**src/rtl/mem_arbiter_if.sv**
```systemverilog
// mem_arbiter_if: fetch port, memory-stage port, stall outputs and memory bus.
// slave = arbiter side, master = core/memory side.
interface mem_arbiter_if #(
  parameter int ADDR_W = 32,
  parameter int DATA_W = 32
);
  logic              ireq;
  logic [ADDR_W-1:0] iaddr;
  logic              ivalid;
  logic [DATA_W-1:0] idata;
  logic              dreq;
  logic              dwe;
  logic [ADDR_W-1:0] daddr;
  logic [DATA_W-1:0] dwdata;
  logic              dvalid;
  logic [DATA_W-1:0] drdata;
  logic              stall_if;
  logic              stall_mem;
  logic              mem_req;
  logic              mem_we;
  logic [ADDR_W-1:0] mem_addr;
  logic [DATA_W-1:0] mem_wdata;
  logic              mem_ready;
  logic              mem_rvalid;
  logic [DATA_W-1:0] mem_rdata;
  logic              bus_err;

  modport slave (
    input  ireq, iaddr,
    input  dreq, dwe, daddr, dwdata,
    input  mem_ready, mem_rvalid, mem_rdata,
    output ivalid, idata,
    output dvalid, drdata,
    output stall_if, stall_mem,
    output mem_req, mem_we, mem_addr, mem_wdata,
    output bus_err
  );

  modport master (
    output ireq, iaddr,
    output dreq, dwe, daddr, dwdata,
    output mem_ready, mem_rvalid, mem_rdata,
    input  ivalid, idata,
    input  dvalid, drdata,
    input  stall_if, stall_mem,
    input  mem_req, mem_we, mem_addr, mem_wdata,
    input  bus_err
  );
endinterface

```
**src/rtl/mem_arbiter.sv**
```systemverilog
// mem_arbiter: shares one single-port memory between fetch (I) and mem stage (D),
// one outstanding transaction. Ports: clk, rst_n (async low), bus (mem_arbiter_if.slave).
// Optional: define MEM_ARB_TIMEOUT_EN to abort reads after TIMEOUT WAIT cycles (sets bus_err).
module mem_arbiter #(
  parameter int ADDR_W  = 32,
  parameter int DATA_W  = 32,
  parameter int TIMEOUT = 16
) (
  input logic         clk,
  input logic         rst_n,
  mem_arbiter_if.slave bus
);

  typedef enum logic [1:0] {IDLE, ISSUE, WAIT} state_t;

  state_t            state;
  state_t            stateN;
  logic              ownerD;
  logic              lastD;
  logic              drop;
  logic              memWe;
  logic [ADDR_W-1:0] memAddr;
  logic [DATA_W-1:0] memWdata;
  logic              ivalidQ;
  logic              dvalidQ;
  logic [DATA_W-1:0] idataQ;
  logic [DATA_W-1:0] drdataQ;

  logic              ownReq;
  logic              grantD;
  logic              grant;
  logic              storeDone;
  logic              resp;
  logic              timeOut;
  logic              timeHit;
  logic [DATA_W-1:0] respData;

  if (TIMEOUT < 1) begin : gBadTimeout
    $error("mem_arbiter: TIMEOUT must be at least 1");
  end

  // Alternate after a D grant when fetch is waiting, so loads/stores
  // cannot starve instruction fetch.
  assign grantD   = bus.dreq & ~(lastD & bus.ireq);
  assign ownReq   = ownerD ? bus.dreq : bus.ireq;
  assign respData = bus.mem_rvalid ? bus.mem_rdata : '0;

`ifdef MEM_ARB_TIMEOUT_EN
  localparam int CNT_W = $clog2(TIMEOUT + 1);
  logic [CNT_W-1:0] cnt;
  logic             busErr;

  assign timeHit = (cnt == CNT_W'(TIMEOUT - 1));

  always_ff @(posedge clk or negedge rst_n) begin
    if (!rst_n) begin
      cnt    <= '0;
      busErr <= 1'b0;
    end else begin
      if (state != WAIT)
        cnt <= '0;
      else
        cnt <= cnt + 1'b1;
      if (timeOut)
        busErr <= 1'b1;
    end
  end

  assign bus.bus_err = busErr;
`else
  assign timeHit     = 1'b0;
  assign bus.bus_err = 1'b0;
`endif

  always_comb begin
    stateN    = state;
    grant     = 1'b0;
    storeDone = 1'b0;
    resp      = 1'b0;
    timeOut   = 1'b0;
    unique case (state)
      IDLE: begin
        if (bus.ireq | bus.dreq) begin
          grant  = 1'b1;
          stateN = ISSUE;
        end
      end
      ISSUE: begin
        // A withdrawn request (flush) aborts before acceptance.
        if (!ownReq) begin
          stateN = IDLE;
        end else if (bus.mem_ready) begin
          if (memWe) begin
            storeDone = 1'b1;
            stateN    = IDLE;
          end else begin
            stateN = WAIT;
          end
        end
      end
      WAIT: begin
        if (bus.mem_rvalid) begin
          resp   = 1'b1;
          stateN = IDLE;
        end else if (timeHit) begin
          timeOut = 1'b1;
          stateN  = IDLE;
        end
      end
      default: stateN = IDLE;
    endcase
  end

  always_ff @(posedge clk or negedge rst_n) begin
    if (!rst_n) begin
      state    <= IDLE;
      ownerD   <= 1'b0;
      lastD    <= 1'b0;
      drop     <= 1'b0;
      memWe    <= 1'b0;
      memAddr  <= '0;
      memWdata <= '0;
      ivalidQ  <= 1'b0;
      dvalidQ  <= 1'b0;
      idataQ   <= '0;
      drdataQ  <= '0;
    end else begin
      state   <= stateN;
      ivalidQ <= 1'b0;
      dvalidQ <= 1'b0;
      if (grant) begin
        ownerD  <= grantD;
        lastD   <= grantD;
        drop    <= 1'b0;
        memWe   <= grantD & bus.dwe;
        memAddr <= grantD ? bus.daddr : bus.iaddr;
        if (grantD)
          memWdata <= bus.dwdata;
      end
      // Fetch flushed after acceptance: the response is still consumed.
      if (state == WAIT && !ownerD && !bus.ireq)
        drop <= 1'b1;
      if (storeDone)
        dvalidQ <= 1'b1;
      if (resp | timeOut) begin
        if (ownerD) begin
          dvalidQ <= 1'b1;
          drdataQ <= respData;
        end else if (!drop && bus.ireq) begin
          ivalidQ <= 1'b1;
          idataQ  <= respData;
        end
      end
    end
  end

  assign bus.mem_req   = (state == ISSUE) & ownReq;
  assign bus.mem_we    = memWe;
  assign bus.mem_addr  = memAddr;
  assign bus.mem_wdata = memWdata;
  assign bus.ivalid    = ivalidQ;
  assign bus.dvalid    = dvalidQ;
  assign bus.idata     = idataQ;
  assign bus.drdata    = drdataQ;
  assign bus.stall_if  = bus.ireq & ~ivalidQ;
  assign bus.stall_mem = bus.dreq & ~dvalidQ;

endmodule

```
**src/flat_wrapper.sv**
```systemverilog
// flat-port wrapper written by rule: the top's interface ports become plain ports
module mem_arbiter_flat 
#(
  parameter int ADDR_W  = 32,
  parameter int DATA_W  = 32,
  parameter int TIMEOUT = 16
)
  (clk, rst_n, bus_ireq, bus_iaddr, bus_dreq, bus_dwe, bus_daddr, bus_dwdata, bus_mem_ready, bus_mem_rvalid, bus_mem_rdata, bus_ivalid, bus_idata, bus_dvalid, bus_drdata, bus_stall_if, bus_stall_mem, bus_mem_req, bus_mem_we, bus_mem_addr, bus_mem_wdata, bus_bus_err);
  mem_arbiter_if #(.ADDR_W(ADDR_W), .DATA_W(DATA_W)) bus_i ();
  input logic clk;
  input logic rst_n;
  input wire logic [$bits(bus_i.ireq)-1:0] bus_ireq;
  input wire logic [$bits(bus_i.iaddr)-1:0] bus_iaddr;
  input wire logic [$bits(bus_i.dreq)-1:0] bus_dreq;
  input wire logic [$bits(bus_i.dwe)-1:0] bus_dwe;
  input wire logic [$bits(bus_i.daddr)-1:0] bus_daddr;
  input wire logic [$bits(bus_i.dwdata)-1:0] bus_dwdata;
  input wire logic [$bits(bus_i.mem_ready)-1:0] bus_mem_ready;
  input wire logic [$bits(bus_i.mem_rvalid)-1:0] bus_mem_rvalid;
  input wire logic [$bits(bus_i.mem_rdata)-1:0] bus_mem_rdata;
  output wire logic [$bits(bus_i.ivalid)-1:0] bus_ivalid;
  output wire logic [$bits(bus_i.idata)-1:0] bus_idata;
  output wire logic [$bits(bus_i.dvalid)-1:0] bus_dvalid;
  output wire logic [$bits(bus_i.drdata)-1:0] bus_drdata;
  output wire logic [$bits(bus_i.stall_if)-1:0] bus_stall_if;
  output wire logic [$bits(bus_i.stall_mem)-1:0] bus_stall_mem;
  output wire logic [$bits(bus_i.mem_req)-1:0] bus_mem_req;
  output wire logic [$bits(bus_i.mem_we)-1:0] bus_mem_we;
  output wire logic [$bits(bus_i.mem_addr)-1:0] bus_mem_addr;
  output wire logic [$bits(bus_i.mem_wdata)-1:0] bus_mem_wdata;
  output wire logic [$bits(bus_i.bus_err)-1:0] bus_bus_err;
  assign bus_i.ireq = bus_ireq;
  assign bus_i.iaddr = bus_iaddr;
  assign bus_i.dreq = bus_dreq;
  assign bus_i.dwe = bus_dwe;
  assign bus_i.daddr = bus_daddr;
  assign bus_i.dwdata = bus_dwdata;
  assign bus_i.mem_ready = bus_mem_ready;
  assign bus_i.mem_rvalid = bus_mem_rvalid;
  assign bus_i.mem_rdata = bus_mem_rdata;
  assign bus_ivalid = bus_i.ivalid;
  assign bus_idata = bus_i.idata;
  assign bus_dvalid = bus_i.dvalid;
  assign bus_drdata = bus_i.drdata;
  assign bus_stall_if = bus_i.stall_if;
  assign bus_stall_mem = bus_i.stall_mem;
  assign bus_mem_req = bus_i.mem_req;
  assign bus_mem_we = bus_i.mem_we;
  assign bus_mem_addr = bus_i.mem_addr;
  assign bus_mem_wdata = bus_i.mem_wdata;
  assign bus_bus_err = bus_i.bus_err;
  mem_arbiter #(.ADDR_W(ADDR_W), .DATA_W(DATA_W), .TIMEOUT(TIMEOUT)) u_core (.clk(clk), .rst_n(rst_n), .bus(bus_i));
endmodule
```
**config.mk**
```make
export PLATFORM = sky130hd
export DESIGN_NAME = mem_arbiter_flat
export DESIGN_NICKNAME = d
export VERILOG_FILES = /design/src/rtl/mem_arbiter_if.sv /design/src/rtl/mem_arbiter.sv /design/src/flat_wrapper.sv
export SDC_FILE = /design/constraint.sdc
export NUM_CORES = 1
export LEC_CHECK = 0
export CAP_MARGIN = 10
export CORE_ASPECT_RATIO = 1.1
export CORE_MARGIN = 2
export CORE_UTILIZATION = 36
export CTS_CLUSTER_SIZE = 24
export DETAILED_ROUTE_END_ITERATION = 8
export GPL_TIMING_DRIVEN = 0
export PLACE_DENSITY = 0.79
export REMOVE_ABC_BUFFERS = 1
export SLEW_MARGIN = 20
export SYNTH_ARGS = -nofsm -noshare
export SYNTH_HDL_FRONTEND = slang
export SYNTH_SLANG_ARGS = --single-unit
```
**constraint.sdc**
```tcl
create_clock -name clk -period 1.8 [get_ports clk]
set_clock_uncertainty 0.2 [all_clocks]
set_input_delay 0.36 -clock clk [delete_from_list [all_inputs] [get_ports clk]]
set_output_delay 0.36 -clock clk [all_outputs]
set_load 0.005 [all_outputs]
```
## Yosys cells after proc, flatten, opt, wreduce, memory -nomap -nowiden

Cells that the tools add are included.

| operators by class | value |
|---|---|
| $add $sub $neg | 0 |
| $mul | 0 |
| div/mod/pow operators | 0 |
| $lt $le $gt $ge | 0 |
| equal/unequal tests | 5 |
| shifts and indexed selects | 0 |
| muxes and demuxes | 25 |
| bitwise gates (word level) | 11 |
| reductions and logical operators | 12 |

Operator list:

| kind | count |
|---|---|
| two-way mux 32 bit | 2 |
| two-way mux 1 bit | 17 |
| two-way mux 2 bit | 5 |
| AND 1 bit | 6 |
| one-hot mux 2 bit (3 select lines) | 1 |
| AND reduction 3 bit | 2 |
| inverter 1 bit | 4 |
| AND reduction 2 bit | 2 |
| logical AND 1 bit | 3 |
| logical NOT 1 bit | 3 |
| inequality test 3 bit, second input constant | 1 |
| == test 2 x 1 -> 1 bit, second input constant | 1 |
| == test 2 bit, second input constant | 1 |
| logical NOT 2 bit | 1 |
| inequality test 2 x 1 -> 1 bit, second input constant | 1 |
| inequality test 2 bit, second input constant | 1 |
| nonzero test 2 bit | 1 |
| bitwise OR 1 bit | 1 |

| word-level totals | value |
|---|---|
| register bits after elaboration | 135 |
| latch bits | 0 |
| bits in writable memories | 0 |
| memory bits (read-only) | 0 |
| output and inout bits | 135 |
| memories | 0 |

## Depth between registers and ports, before layout

| depth | value |
|---|---|
| word-level depth | 7 |
| gate-level depth with buffers | 5 |
| mapped depth without buffers | 3 |

## Worst setup path after synthesis

No wires, ideal clock.

| timing | value |
|---|---|
| path kind | register to register |
| start | register u_core.ownerD (netlist name) |
| end | register u_core.memAddr[13], in the netlist u_core.bus.mem_addr[13] |
| arrival time | 1.540 ns |
| data required time | 1.475 ns |
| path slack | -0.065 ns |
| stages on the path, launching flop included | 6 |
| path buffers | 2 |
| clock period less this slack | 1.865 ns |
| cell sequence | dfrtp_1 buf_2 a21boi_4 buf_2 mux2_2 mux2_2 |

RTL lines:

| what | line | source |
|---|---|---|
| to (signal assigned) | mem_arbiter.sv:136 | `memAddr <= grantD ? bus.daddr : bus.iaddr;` |
| to (decl) | mem_arbiter.sv:22 | `logic [ADDR_W-1:0] memAddr;` |

## Worst setup path in the final report

| timing | value |
|---|---|
| start | register u_core.ownerD |
| end | output port bus_mem_req |

| between the ends | value |
|---|---|
| longest elaborated chain between the ends | 2 |

RTL lines:

| what | line | source |
|---|---|---|
| from (decl) | mem_arbiter.sv:18 | `logic ownerD;` |
| from (signal assigned) | mem_arbiter.sv:132 | `ownerD <= grantD;` |
| two-way mux 1 bit | mem_arbiter.sv:45 | `assign ownReq = ownerD ? bus.dreq : bus.ireq;` |
| AND 1 bit | mem_arbiter.sv:157 | `assign bus.mem_req = (state == ISSUE) & ownReq;` |
| to (decl) | flat_wrapper.sv:27 | `output wire logic [$bits(bus_i.mem_req)-1:0] bus_mem_req;` |

Every way passes these cells.

==> flow_metrics.py <==
metrics = {
    "status": {
        "status": "finished, violations left",
        "violations": "negative setup slack",
    },
    "power": {
        "finalPower_uw": 13940,
        "power_density_nw_per_um2": 1490,
        "leakagePower_uw": 0.004596,
        "peakVddDrop_mv": 0.7448,
    },
    "finish": {
        "antenna_cells": 0,
        "nets": 779,
        "fin_area_um2": 9359,
        "drive_above_1_share_pct": 30.32,
        "area_delta_synth_final_pct": 71.95,
    },
    "critical_path": {
        "crit_required_ns": 1.24,
        "critical_path.cell_chain": "mux2_2, nand3b_1, inv_1, buf_2",
        "end_kind": "primary output",
        "crit_arrival_ns": 1.44,
        "crit_slowest_cell": "dfrtp_2",
        "start_kind": "register",
        "max_stage_delay_ns": 0.37,
        "worst-setup-path-type": "register to primary output",
        "crit_fanout": 3,
    },
    "placed_design": {
        "gp_congestion": 0.6946,
        "dp_hpwl_um": 10740,
        "dpl_cell_area_um2": 8414,
        "numPortBuffers": 268,
    },
    "timing": {
        "hold_viol": 0,
        "maxSlewHeadroom_pct": 63.39,
        "worst_slack_ns": -0.2027,
        "hold_ws_ns": 0.2056,
        "slew_viol_final": 0,
        "fmaxAchievable_mhz": 499.3,
        "setup_viol": 57,
        "rsz0062_at_grt": "true",
        "period_needed_ns": 2.003,
        "tightest_slew_ns": 0.5492,
        "post-route-period-util_pct": 111.3,
    },
    "logic_synthesis": {
        "async_reset_ff_share_pct": 100.0,
        "synth_top_area_cell": "dfrtp_1",
        "synth.most_common_cell": "dfrtp_1",
        "synth_mux_area_share_pct": 33.31,
        "synth_fa_ha_area_share_pct": 0,
        "syn_inst": 340,
        "synth_xor_area_share_pct": 0,
        "synth_edf_count": 0,
        "ys.warnings.count": 0,
        "yosys-top-cells-count": "dfrtp_1, mux2_2, mux2_1",
        "ys_ff_latch": 135,
        "synth_seq_area_share_pct": 62.07,
        "synth_area_leaders": "dfrtp_1, mux2_2, mux2_1",
        "yosys.area_share.simple_pct": 1.034,
        "synth.distinct_cells": 21,
        "synth-main-ff-cell": "dfrtp_1",
        "synth_compound_area_share_pct": 1.540,
        "yosys.area.top_type_share_pct": 62.07,
        "synth.avg_cell_area_um2": 16.01,
        "syn_area_um2": 5443,
        "synth_top_family_by_area": "multiplexers",
    },
    "detailed_routing": {
        "wirelength_um": 15620,
        "wl_per_cell_um": 18.40,
        "firstDrtPassIters": 4,
        "route.vias.total": 3988,
        "viasPerCell": 4.697,
        "ant_nets": 0,
        "drc_errors": 0,
        "drtIter0Drc": 182,
    },
    "global_route": {
        "grt_start_max_net_pins": 73,
        "antenna_found_initial": 0,
        "first_global_vias": 4436,
        "track_usage_pct": 19.36,
        "grt_pass1_wl_um": 23740,
        "overflow": 0,
    },
    "floorplan": {
        "die_h_um": 133.0,
        "ios": 270,
        "std_cell_rows": 47,
        "core_area_um2": 14940,
        "floorplan.initialDensity_pct": 36.44,
        "fp.dieW_um": 121.2,
        "dieArea_um2": 16120,
    },
    "run": {
        "maxCapViolCount": 0,
    },
    "cts": {
        "cts_root_buf": "clkbuf_16",
        "h-tree-depth": 4,
        "clock_latency_ns": 0.40,
        "cts_inserted_buffers": 17,
        "cts_max_path_buffers": 2,
        "cts_tree": "built",
        "cts.sinks": 135,
        "clk_pin_slew_ns": 0.05,
    },
    "min_path": {
        "hold_class": "input port to register",
    },
}
[metal layers]
layer  global-route usage (%)  part of all wire (%)
met1                    19.89                    36
met2                    35.30                    53
met3                    8.448                    10
met4                    5.683                   1.3
met5                        0                     0
[flip-flops by register name (all words and copies together) (netlist names)]
signal	flops
u_core.bus.ivalid	1
u_core.bus.dvalid	1
u_core.bus.mem_we	1
u_core.drop	1
u_core.ownerD	1
u_core.bus.mem_addr	32
u_core.bus.idata	32
u_core.bus.drdata	32
u_core.state	2
u_core.bus.mem_wdata	32
[cell families after synthesis]
group | count (synthesis)
flops | 135
buf+inv | 22
compound gates | 10
other cells | 1
mux | 161
simple gates | 11
[stage by stage]
step                setup WS, ns  utilization [%]  cells  setup TNS [ns]
floorplan                -0.9951                -    322          -76.39
global placement          -4.808            55.42    786         -877.58
detailed placement        -1.949            56.33    792         -143.18
CTS                      -0.2380            62.37    846          -11.44
global route             -0.2964            62.66    849          -11.68
finish                   -0.2027            62.66    849          -5.052
[repair_timing]
item                       4_1_cts  5_1_grt
buffers inserted                21        4
hold buffers                     1        0
hold endpoints to repair        71        0
setup endpoints to repair      252       98
pin swaps                        4        1
cloned                           4        1
gates resized for setup        215        5
[critical path, delay by kind of cell (launching register included)]
family	cells	cell delay, ns
AND/OR/NAND/NOR	1	0.15
multiplexers	1	0.34
buffers and inverters	2	0.18
flip-flops	1	0.37
[report_power, final]
| group | switching, uW | total, uW | internal [uW] |
|---|---|---|---|
| clock | 1220 | 3090 | 1870 |
| sequential | 725 | 5250 | 4520 |
| combinational | 2020 | 5610 | 3590 |
[placed cells by master, fill, tap and decap left out, types with 3 or more instances in the layout]
| cell type | n |
|---|---|
| buf_8 | 3 |
| dfrtp_1 | 134 |
| clkbuf_16 | 18 |
| buf_16 | 6 |
| clkdlybuf4s50_1 | 131 |
| mux2_1 | 33 |
| buf_12 | 3 |
| mux2_2 | 73 |
| o21ai_0 | 4 |
| mux2_4 | 55 |
| clkinvlp_4 | 3 |
| buf_6 | 5 |
| clkbuf_1 | 3 |
| dlygate4sd2_1 | 133 |
| inv_1 | 4 |
| buf_4 | 16 |
[worst paths after layout]
| kind | startpoint | to | slack (ns) | depth (start not counted) |
|---|---|---|---|---|
| max | u_core.ownerD | bus_mem_req | -0.20 | 4 |
| min | bus_ireq | u_core.drop | 0.21 | 2 |
| max reg2reg | u_core.ownerD | u_core.bus.mem_addr[21] | -0.15 | 6 |
| min reg2reg | u_core.bus.mem_wdata[13] | u_core.bus.mem_wdata[13] | 0.28 | 1 |
| max in group asynchronous | rst_n | u_core.bus.drdata[29] | 0.39 | 3 |
| min in group asynchronous | rst_n | u_core.bus.mem_addr[13] | 0.31 | 2 |
[layout make-up]
class,count,area [um2]
fill,1167,5578
multi-input combinational,184,2223
tap,196,245.2
timing repair buffer,302,2979
sequential,135,3379
clock inverter,8,80.08
inverter,4,15.01
clock buffer,20,436.7
No activity file was read; power rests on OpenSTA's default activity.
